### src/rtl/instr_issue_unit.sv
// -----------------------------------------------------------------------------
// instr_issue_unit
//
// Instruction fetch/issue sequencer for exe_engine. It reads a 32-bit word from
// instruction memory at PC and splits it into a 5-bit opcode and three 8-bit
// matrix addresses. It offers the instruction with a valid/ready handshake and
// then waits for exe_done before it fetches the next word. HALT_OP stops the
// sequencer. NOP_OP is skipped, but PC still advances past it.
//
// Ports
//   clk, reset          rising-edge clock, synchronous active-high reset
//   start               pulse, restarts fetching at PC=0 (honoured in IDLE/HALT)
//   mem_rd_en/mem_addr  one-cycle read strobe and address (= PC)
//   mem_rdata           instruction word, valid MEM_LAT cycles after mem_rd_en
//   instr, dst_addr,
//   src1_addr,
//   src2_addr           decoded fields; held stable while instr_valid is high
//   instr_valid/ready   issue handshake to the execution side
//   exe_done            pulse, the issued instruction has finished
//   busy, halted        status (busy = not IDLE/HALT)
//   pc_wrap             sticky, PC wrapped from max to 0 since last start
//   instr_count         instructions issued since last start, saturating
// -----------------------------------------------------------------------------
module instr_issue_unit #(
  parameter int unsigned PC_W    = 8,
  parameter int unsigned MEM_LAT = 1,
  parameter logic [4:0]  HALT_OP = 5'h1F,
  parameter logic [4:0]  NOP_OP  = 5'h00
) (
  input  logic            clk,
  input  logic            reset,
  input  logic            start,
  output logic            mem_rd_en,
  output logic [PC_W-1:0] mem_addr,
  input  logic [31:0]     mem_rdata,
  output logic [4:0]      instr,
  output logic [7:0]      dst_addr,
  output logic [7:0]      src1_addr,
  output logic [7:0]      src2_addr,
  output logic            instr_valid,
  input  logic            instr_ready,
  input  logic            exe_done,
  output logic            busy,
  output logic            halted,
  output logic            pc_wrap,
  output logic [15:0]     instr_count
);

  localparam int unsigned     CNT_W    = (MEM_LAT > 1) ? $clog2(MEM_LAT) : 1;
  localparam logic [CNT_W-1:0] CNT_LOAD = CNT_W'(MEM_LAT - 1);

  typedef enum logic [2:0] {
    S_IDLE, S_FETCH, S_WAIT, S_DECODE, S_ISSUE, S_EXEC, S_HALT
  } state_t;

  state_t           state;
  state_t           state_nxt;
  logic [PC_W-1:0]  pc;
  logic [28:0]      ir;         // {opcode, dst, src1, src2}
  logic [CNT_W-1:0] wait_cnt;
  logic [4:0]       opcode;
  logic             is_halt;
  logic             is_nop;
  logic             accept;
  logic             pc_adv;
  logic             restart;
  logic [2:0]       unused_bits;

  // Word bits 26:24 carry no field.
  assign unused_bits = mem_rdata[26:24];

  assign opcode  = ir[28:24];
  assign is_halt = (opcode == HALT_OP);
  assign is_nop  = !is_halt && (opcode == NOP_OP);
  assign accept  = (state == S_ISSUE) && instr_ready;
  assign pc_adv  = ((state == S_DECODE) && is_nop) || accept;
  assign restart = ((state == S_IDLE) || (state == S_HALT)) && start;

  // ---------------------------------------------------------------------------
  // State register
  // ---------------------------------------------------------------------------
  // NOTE: all clocked state uses non-blocking assignments, so every register
  // samples the values from before the edge, regardless of statement order.
  always_ff @(posedge clk) begin
    if (reset) state <= S_IDLE;
    else       state <= state_nxt;
  end

  // ---------------------------------------------------------------------------
  // Next-state logic
  // ---------------------------------------------------------------------------
  // NOTE: the default assignment first means every path assigns state_nxt,
  // so no latch is inferred.
  always_comb begin
    state_nxt = state;
    case (state)
      S_IDLE, S_HALT: if (start) state_nxt = S_FETCH;
      S_FETCH:        state_nxt = S_WAIT;
      S_WAIT:         if (wait_cnt == '0) state_nxt = S_DECODE;
      S_DECODE: begin
        if (is_halt)     state_nxt = S_HALT;
        else if (is_nop) state_nxt = S_FETCH;
        else             state_nxt = S_ISSUE;
      end
      S_ISSUE:        if (instr_ready) state_nxt = S_EXEC;
      S_EXEC:         if (exe_done) state_nxt = S_FETCH;
      default:        state_nxt = S_IDLE;
    endcase
  end

  // ---------------------------------------------------------------------------
  // State-decoded outputs
  // ---------------------------------------------------------------------------
  always_comb begin
    mem_rd_en   = (state == S_FETCH);
    instr_valid = (state == S_ISSUE);
    halted      = (state == S_HALT);
    busy        = (state != S_IDLE) && (state != S_HALT);
  end

  assign mem_addr  = pc;
  assign instr     = ir[28:24];
  assign dst_addr  = ir[23:16];
  assign src1_addr = ir[15:8];
  assign src2_addr = ir[7:0];

  // ---------------------------------------------------------------------------
  // Datapath: PC, wait counter, instruction register, statistics
  // ---------------------------------------------------------------------------
  // NOTE: the instruction register is reset like the control state, because
  // the decoded outputs must read zero after reset.
  always_ff @(posedge clk) begin
    if (reset) begin
      pc          <= '0;
      ir          <= '0;
      wait_cnt    <= '0;
      pc_wrap     <= 1'b0;
      instr_count <= '0;
    end else begin
      if (restart) begin
        pc          <= '0;
        pc_wrap     <= 1'b0;
        instr_count <= '0;
      end else if (pc_adv) begin
        pc <= pc + 1'b1;
        if (&pc) pc_wrap <= 1'b1;
      end

      // The counter covers the read latency. Capture happens in the last WAIT
      // cycle, which is exactly MEM_LAT cycles after the strobe.
      if (state == S_FETCH)
        wait_cnt <= CNT_LOAD;
      else if ((state == S_WAIT) && (wait_cnt != '0))
        wait_cnt <= wait_cnt - 1'b1;

      if ((state == S_WAIT) && (wait_cnt == '0))
        ir <= {mem_rdata[31:27], mem_rdata[23:0]};

      if (accept && (instr_count != 16'hFFFF))
        instr_count <= instr_count + 1'b1;
    end
  end

endmodule

### config.mk
export PLATFORM = sky130hd
export DESIGN_NAME = instr_issue_unit
export DESIGN_NICKNAME = d
export VERILOG_FILES = /design/src/rtl/instr_issue_unit.sv
export SDC_FILE = /design/constraint.sdc
export NUM_CORES = 1
export LEC_CHECK = 0
export CORE_MARGIN = 1
export CORE_UTILIZATION = 48
export DETAILED_ROUTE_END_ITERATION = 10
export GPL_TIMING_DRIVEN = 0
export PLACE_DENSITY = 0.85
export SKIP_LAST_GASP = 1
export SYNTH_ARGS = -nofsm -noshare
export SYNTH_HDL_FRONTEND = slang
export SYNTH_SLANG_ARGS = --single-unit
### constraint.sdc
create_clock -name clk -period 3.6 [get_ports clk]
set_input_delay 0.54 -clock clk [delete_from_list [all_inputs] [get_ports clk]]
set_output_delay 0.54 -clock clk [all_outputs]
set_load 0.02 [all_outputs]
* After elaboration in Yosys (flattened, before gate mapping) *
Cells that the tools add are included.

operators by class
  add/sub/neg operators = 3
  equality and inequality tests = 13
  multiplexer cells = 9
  reduce and logical (&&, ||, !) cells = 20
  bitwise gates (word level) = 1

operator list
  operator                 count
  $mux W16                 2
  $mux W3                  6
  $pmux W3 S6              1
  $add A16 B1 Y16 const B  1
  $ne A16 B16 Y1 const B   1
  $eq A3 B3 Y1 const B     3
  $reduce_and A9 Y1        1
  $add A8 B1 Y8 const B    1
  $logic_and A1 B1 Y1      8
  $eq A3 B2 Y1 const B     2
  $ne A2 B2 Y1 const B     3
  $reduce_or A2 Y1         3
  $eq A5 B5 Y1 const B     1
  $logic_not A5 Y1         1
  $reduce_and A4 Y1        1
  $eq A3 B1 Y1 const B     1
  $logic_not A3 Y1         1
  $ne A3 B3 Y1 const B     1
  $reduce_bool A3 Y1       1
  $logic_or A1 B1 Y1       2
  $ne A2 B1 Y1 const B     1
  $reduce_bool A2 Y1       1
  $logic_not A1 Y1         1
  $not A1 Y1               1
  $sub A1 B1 Y1 const B    1

storage, ports and cells
  word-level logic and storage cells = 52
  output and inout port bits = 58
  input port bits = 37
  flip-flop bits (word level) = 58

* Longest topological paths before layout *
  depth in word-level cells = 6
  mapped depth = 6
  gate-level depth less buffers = 5

* Worst setup path before layout *
OpenSTA, ideal clock, no wires.

  kind = reg2reg
  from = register instr_count[0]
  to = register instr_count[13]
  arrival time = 2.001 ns
  buffers on the path = 1
  period minus slack after synthesis = 2.123 ns
  setup time = 0.122 ns
  data required time = 3.478 ns
  path slack = 1.477 ns
  cell stages (with the launch flop) = 7
  cells stage by stage = dfxtp_1 > ha_1 > nand3_1 > or4_1 > buf_2 > and4_1 > a221o_1

between the ends
  word-level cells in the longest chain between the ends = 3
  elaborated cells on any way between the ends = 5
  those cells by class = 1 x add/sub; 1 x eq/ne; 1 x mux; 2 x reduce/logical

ends and longest elaborated chain
  what                                                     RTL line  text
  start: declaration                                       46        output logic [15:0] instr_count
  start signal: assignment                                 160       instr_count <= instr_count + 1'b1;
  branches (longest 3 deep; another with $add A16 B1 Y16)  -

Several ways; the timed one is not identified.
A chain may end at the register's enable or synchronous reset.

* Worst setup path after layout *
  from = register state[0]
  to = output port mem_rd_en

between the ends
  word-level cells in the longest chain between the ends = 1

ends and longest elaborated chain
  what                      RTL line  text
  start: declaration        56        state_t state;
  start signal: assignment  86        else state <= state_nxt;
  $eq A3 B1 Y1              115       mem_rd_en = (state == S_FETCH);
  end: declaration          33        output logic mem_rd_en,

Every way passes these cells.

==> impl_metrics.py <==
metrics = {
    "synthesis": {
        "ys_types": 45,
        "ys_ff_latch": 58,
        "async_flop_share_pct": 0,
        "yosys.area.top_type": "dfxtp_1",
        "avgSynthCellArea_um2": 8.068,
        "synth.top_cells.by_area": "dfxtp_1 45%, nand2_1 11%, a21oi_1 8.3%",
        "synth_edf_count": 0,
        "yosys_warnings": 0,
        "seq_area_frac_synth_pct": 44.83,
        "netlist_area_um2": 2590,
        "syn-num-nets": 360,
        "syn_inst": 321,
        "synth_flop_cell": "dfxtp_1",
        "yosys.area.top_type_share_pct": 44.83,
    },
    "global_routing": {
        "grt_antenna_before_repair": 0,
        "grt_start_max_net_pins": 11,
        "grt_pass1_wl_mm": 11.07,
        "grt.total_usage_pct": 25.47,
        "gr-total-overflow": 0,
        "first_global_vias": 2486,
    },
    "clock_tree": {
        "htree_levels": 3,
        "cts_tree": "done",
        "hold_buffers": 0,
        "cts_buffers": 9,
        "cts_root_buffer": "clkbuf_8",
        "cts_resized": 0,
        "clockBufferDepth": 2,
        "clock-sinks": 58,
        "clock_latency_ns": 0.32,
        "cts_setup_buffers": 0,
        "clk_pin_slew_worst_paths_ns": 0.06,
    },
    "drt": {
        "routed-via-count": 2753,
        "avgRoutedWirePerCell_um": 13.90,
        "wl_met1_mm": 2.945,
        "drt_wl_total_mm": 6.910,
        "dr_wl_met3_um": 516,
        "highest_layer": "met4",
        "wl_met2_mm": 3.369,
        "dr.pass1.iters": 5,
        "viasPerCell": 5.539,
        "drt_iter0_drc": 151,
        "final_antenna_net_count": 0,
        "drc": 0,
    },
    "pwr": {
        "switching_share_pct": 28.29,
        "ir_drop_mv": 0.3355,
        "p_int_mw": 1.087,
        "clock_power_share_pct": 34.6,
        "p_leak_nw": 1.286,
        "pwr-share-seq_pct": 46.0,
        "p_switching_uw": 428.8,
        "comb_power_share_pct": 19.5,
        "power_density_nw_per_um2": 403.3,
    },
    "worst_setup_path": {
        "worstPathRequired_ns": 3.06,
        "critPathTopFamily": "buffers and inverters",
        "crit_path_max_fanout": 10,
        "crit_path_end_kind": "output pin",
        "crit_chain": "clkbuf_1 > nand2_1 > nor2_1 > clkdlybuf4s50_1",
        "cp_data_arrival_time_ns": 1.97,
        "timing_worst_setup_path_type": "reg -> out",
        "cpMaxStageDelayCell": "clkdlybuf4s50_1",
        "crit_path_start": "state[0]",
        "slowest_delay_ns": 0.61,
        "r2r_start": "instr_count[0]",
        "cp.buffers_inverters": 2,
        "start_kind": "flip-flop",
    },
    "sta": {
        "slew_headroom_pct": 55.52,
        "setup_ws_ns": 1.089,
        "rsz0062_at_grt": "no",
        "finalSetupTns_ns": 0,
        "fin_crit_ns": 2.511,
        "clock_skew_ns": 0.004461,
        "hold_viol": 0,
        "fin_crit_sh_pct": 69.75,
        "setup_violations": 0,
        "slew_violations": 0,
        "tightest_slew_ns": 0.6627,
        "whs_ns": 0.4529,
        "max_freq_ghz": 0.3983,
    },
    "floorplan": {
        "start_util_pct": 50.39,
        "dieHeight_um": 75.46,
        "core_area_um2": 5140,
        "rows": 26,
        "io_pins": 95,
        "die_x_um": 75.46,
        "dieArea_um2": 5693,
    },
    "place": {
        "io_buffers": 91,
        "dpl.hpwl_mm": 4.930,
        "dp_slack_ns": 1.174,
        "gp_congestion": 0.8388,
    },
    "cells_and_area": {
        "utilization_pct": 73.13,
        "drive_above_1_share_pct": 5.386,
        "fillers": 418,
        "diodes": 0,
        "synthToLayoutAreaGrowth_pct": 45.12,
        "final_nets": 462,
    },
    "run_status": {
        "status": "complete, no violations",
    },
    "hold_path": {
        "min_path_type": "reg -> reg",
        "hold_start": "ir[4]",
    },
    "run": {
        "drv_cap": 0,
    },
}
## through the flow
stage          total power, mW  instance area [µm²]  cells
6_report                 1.516                 3759    497
5_1_grt                  1.586                 3759    497
4_1_cts                  1.525                 3759    497
3_5_place_dp             1.003                 3588    482
3_3_place_gp            0.9960                 3588    482
2_1_floorplan           0.8667                 2590    321
## power groups by stage
stage          clock network [mW]  logic (mW)  registers, mW
2_1_floorplan                   0       0.125          0.742
3_3_place_gp                    0       0.288          0.708
3_5_place_dp                    0       0.293          0.710
4_1_cts                     0.533       0.295          0.696
5_1_grt                     0.564       0.320          0.701
6_report                    0.524       0.295          0.697
## final timing paths
check	slack (ns)	cells past startpoint	to
min reg2reg	0.45	2	ir[4]
max	1.09	4	mem_rd_en
min	0.45	2	ir[4]
max reg2reg	1.38	6	instr_count[13]
## worst min-delay path, stage by stage, from the launching register on
cell and delay (ns):
dfxtp_1 0.31, nand2_1 0.05, a21oi_1 0.05
## logic make-up (layout without fill, tap and decap cells)
| logic type | Yosys count | count (layout) | synth area share [%] |
|---|---|---|---|
| AO/OA/AOI/OAI | 90 | 90 | 21.35 |
| XOR/XNOR | 5 | 5 | 1.691 |
| adder cells (fa/ha/maj) | 2 | 2 | 0.9660 |
| buffers and inverters | 25 | 131 | 3.817 |
| flip-flops | 58 | 58 | 44.83 |
| multiplexers | 2 | 2 | 0.7730 |
| AND/OR/NAND/NOR | 139 | 139 | 26.57 |
## sequential cells by signal, summed over array words and instances, names as in the netlist
name	cells
instr_count	16
pc_wrap	1
mem_addr	8
wait_cnt	1
state	3
ir	29
## area by class of cell
| type | instances | area (µm²) | share of cell area [%] |
|---|---|---|---|
| plain buffers | 17 | 68.82 | 1.831 |
| clock buffers | 12 | 155.1 | 4.128 |
| clock inverters | 3 | 15.01 | 0.3995 |
| inverters | 8 | 30.03 | 0.7989 |
| multi-input cells | 238 | 1330 | 35.39 |
| flip-flops and latches | 58 | 1161 | 30.89 |
| well taps | 70 | 87.58 | 2.330 |
| repair buffers | 91 | 910.9 | 24.23 |
## synth_stat cells (5+ instances only)
cell,number
a21oi_1,43
nor3_1,6
nand3_1,11
nor2_1,11
o21ai_0,5
and4_1,5
clkbuf_1,11
o21ai_1,7
a31oi_1,11
nand4_1,6
inv_1,7
nand2_1,74
dfxtp_1,58
or3_1,7
## routing by layer
metal  GRT usage, %  vias to the layer above
met5              0                        -
met4          11.52                        0
met3          6.349                        8
met2          42.56                      115
met1          31.00                     1272
li1               -                     1358
## cell usage in the layout (no fill, tap or decap), types with 4 or more instances in the layout
cell type         n
clkdlybuf4s50_1  91
nand2_1          74
dfxtp_1          58
a21oi_1          43
clkbuf_1         12
nor2_1           11
nand3_1          11
a31oi_1          11
clkbuf_8         11
inv_1             7
or3_1             7
o21ai_1           7
nor3_1            6
nand4_1           6
and4_1            5
o21ai_0           5
buf_2             4
or4_1             4
nand2b_1          4
(Power assumes the default switching activity.)
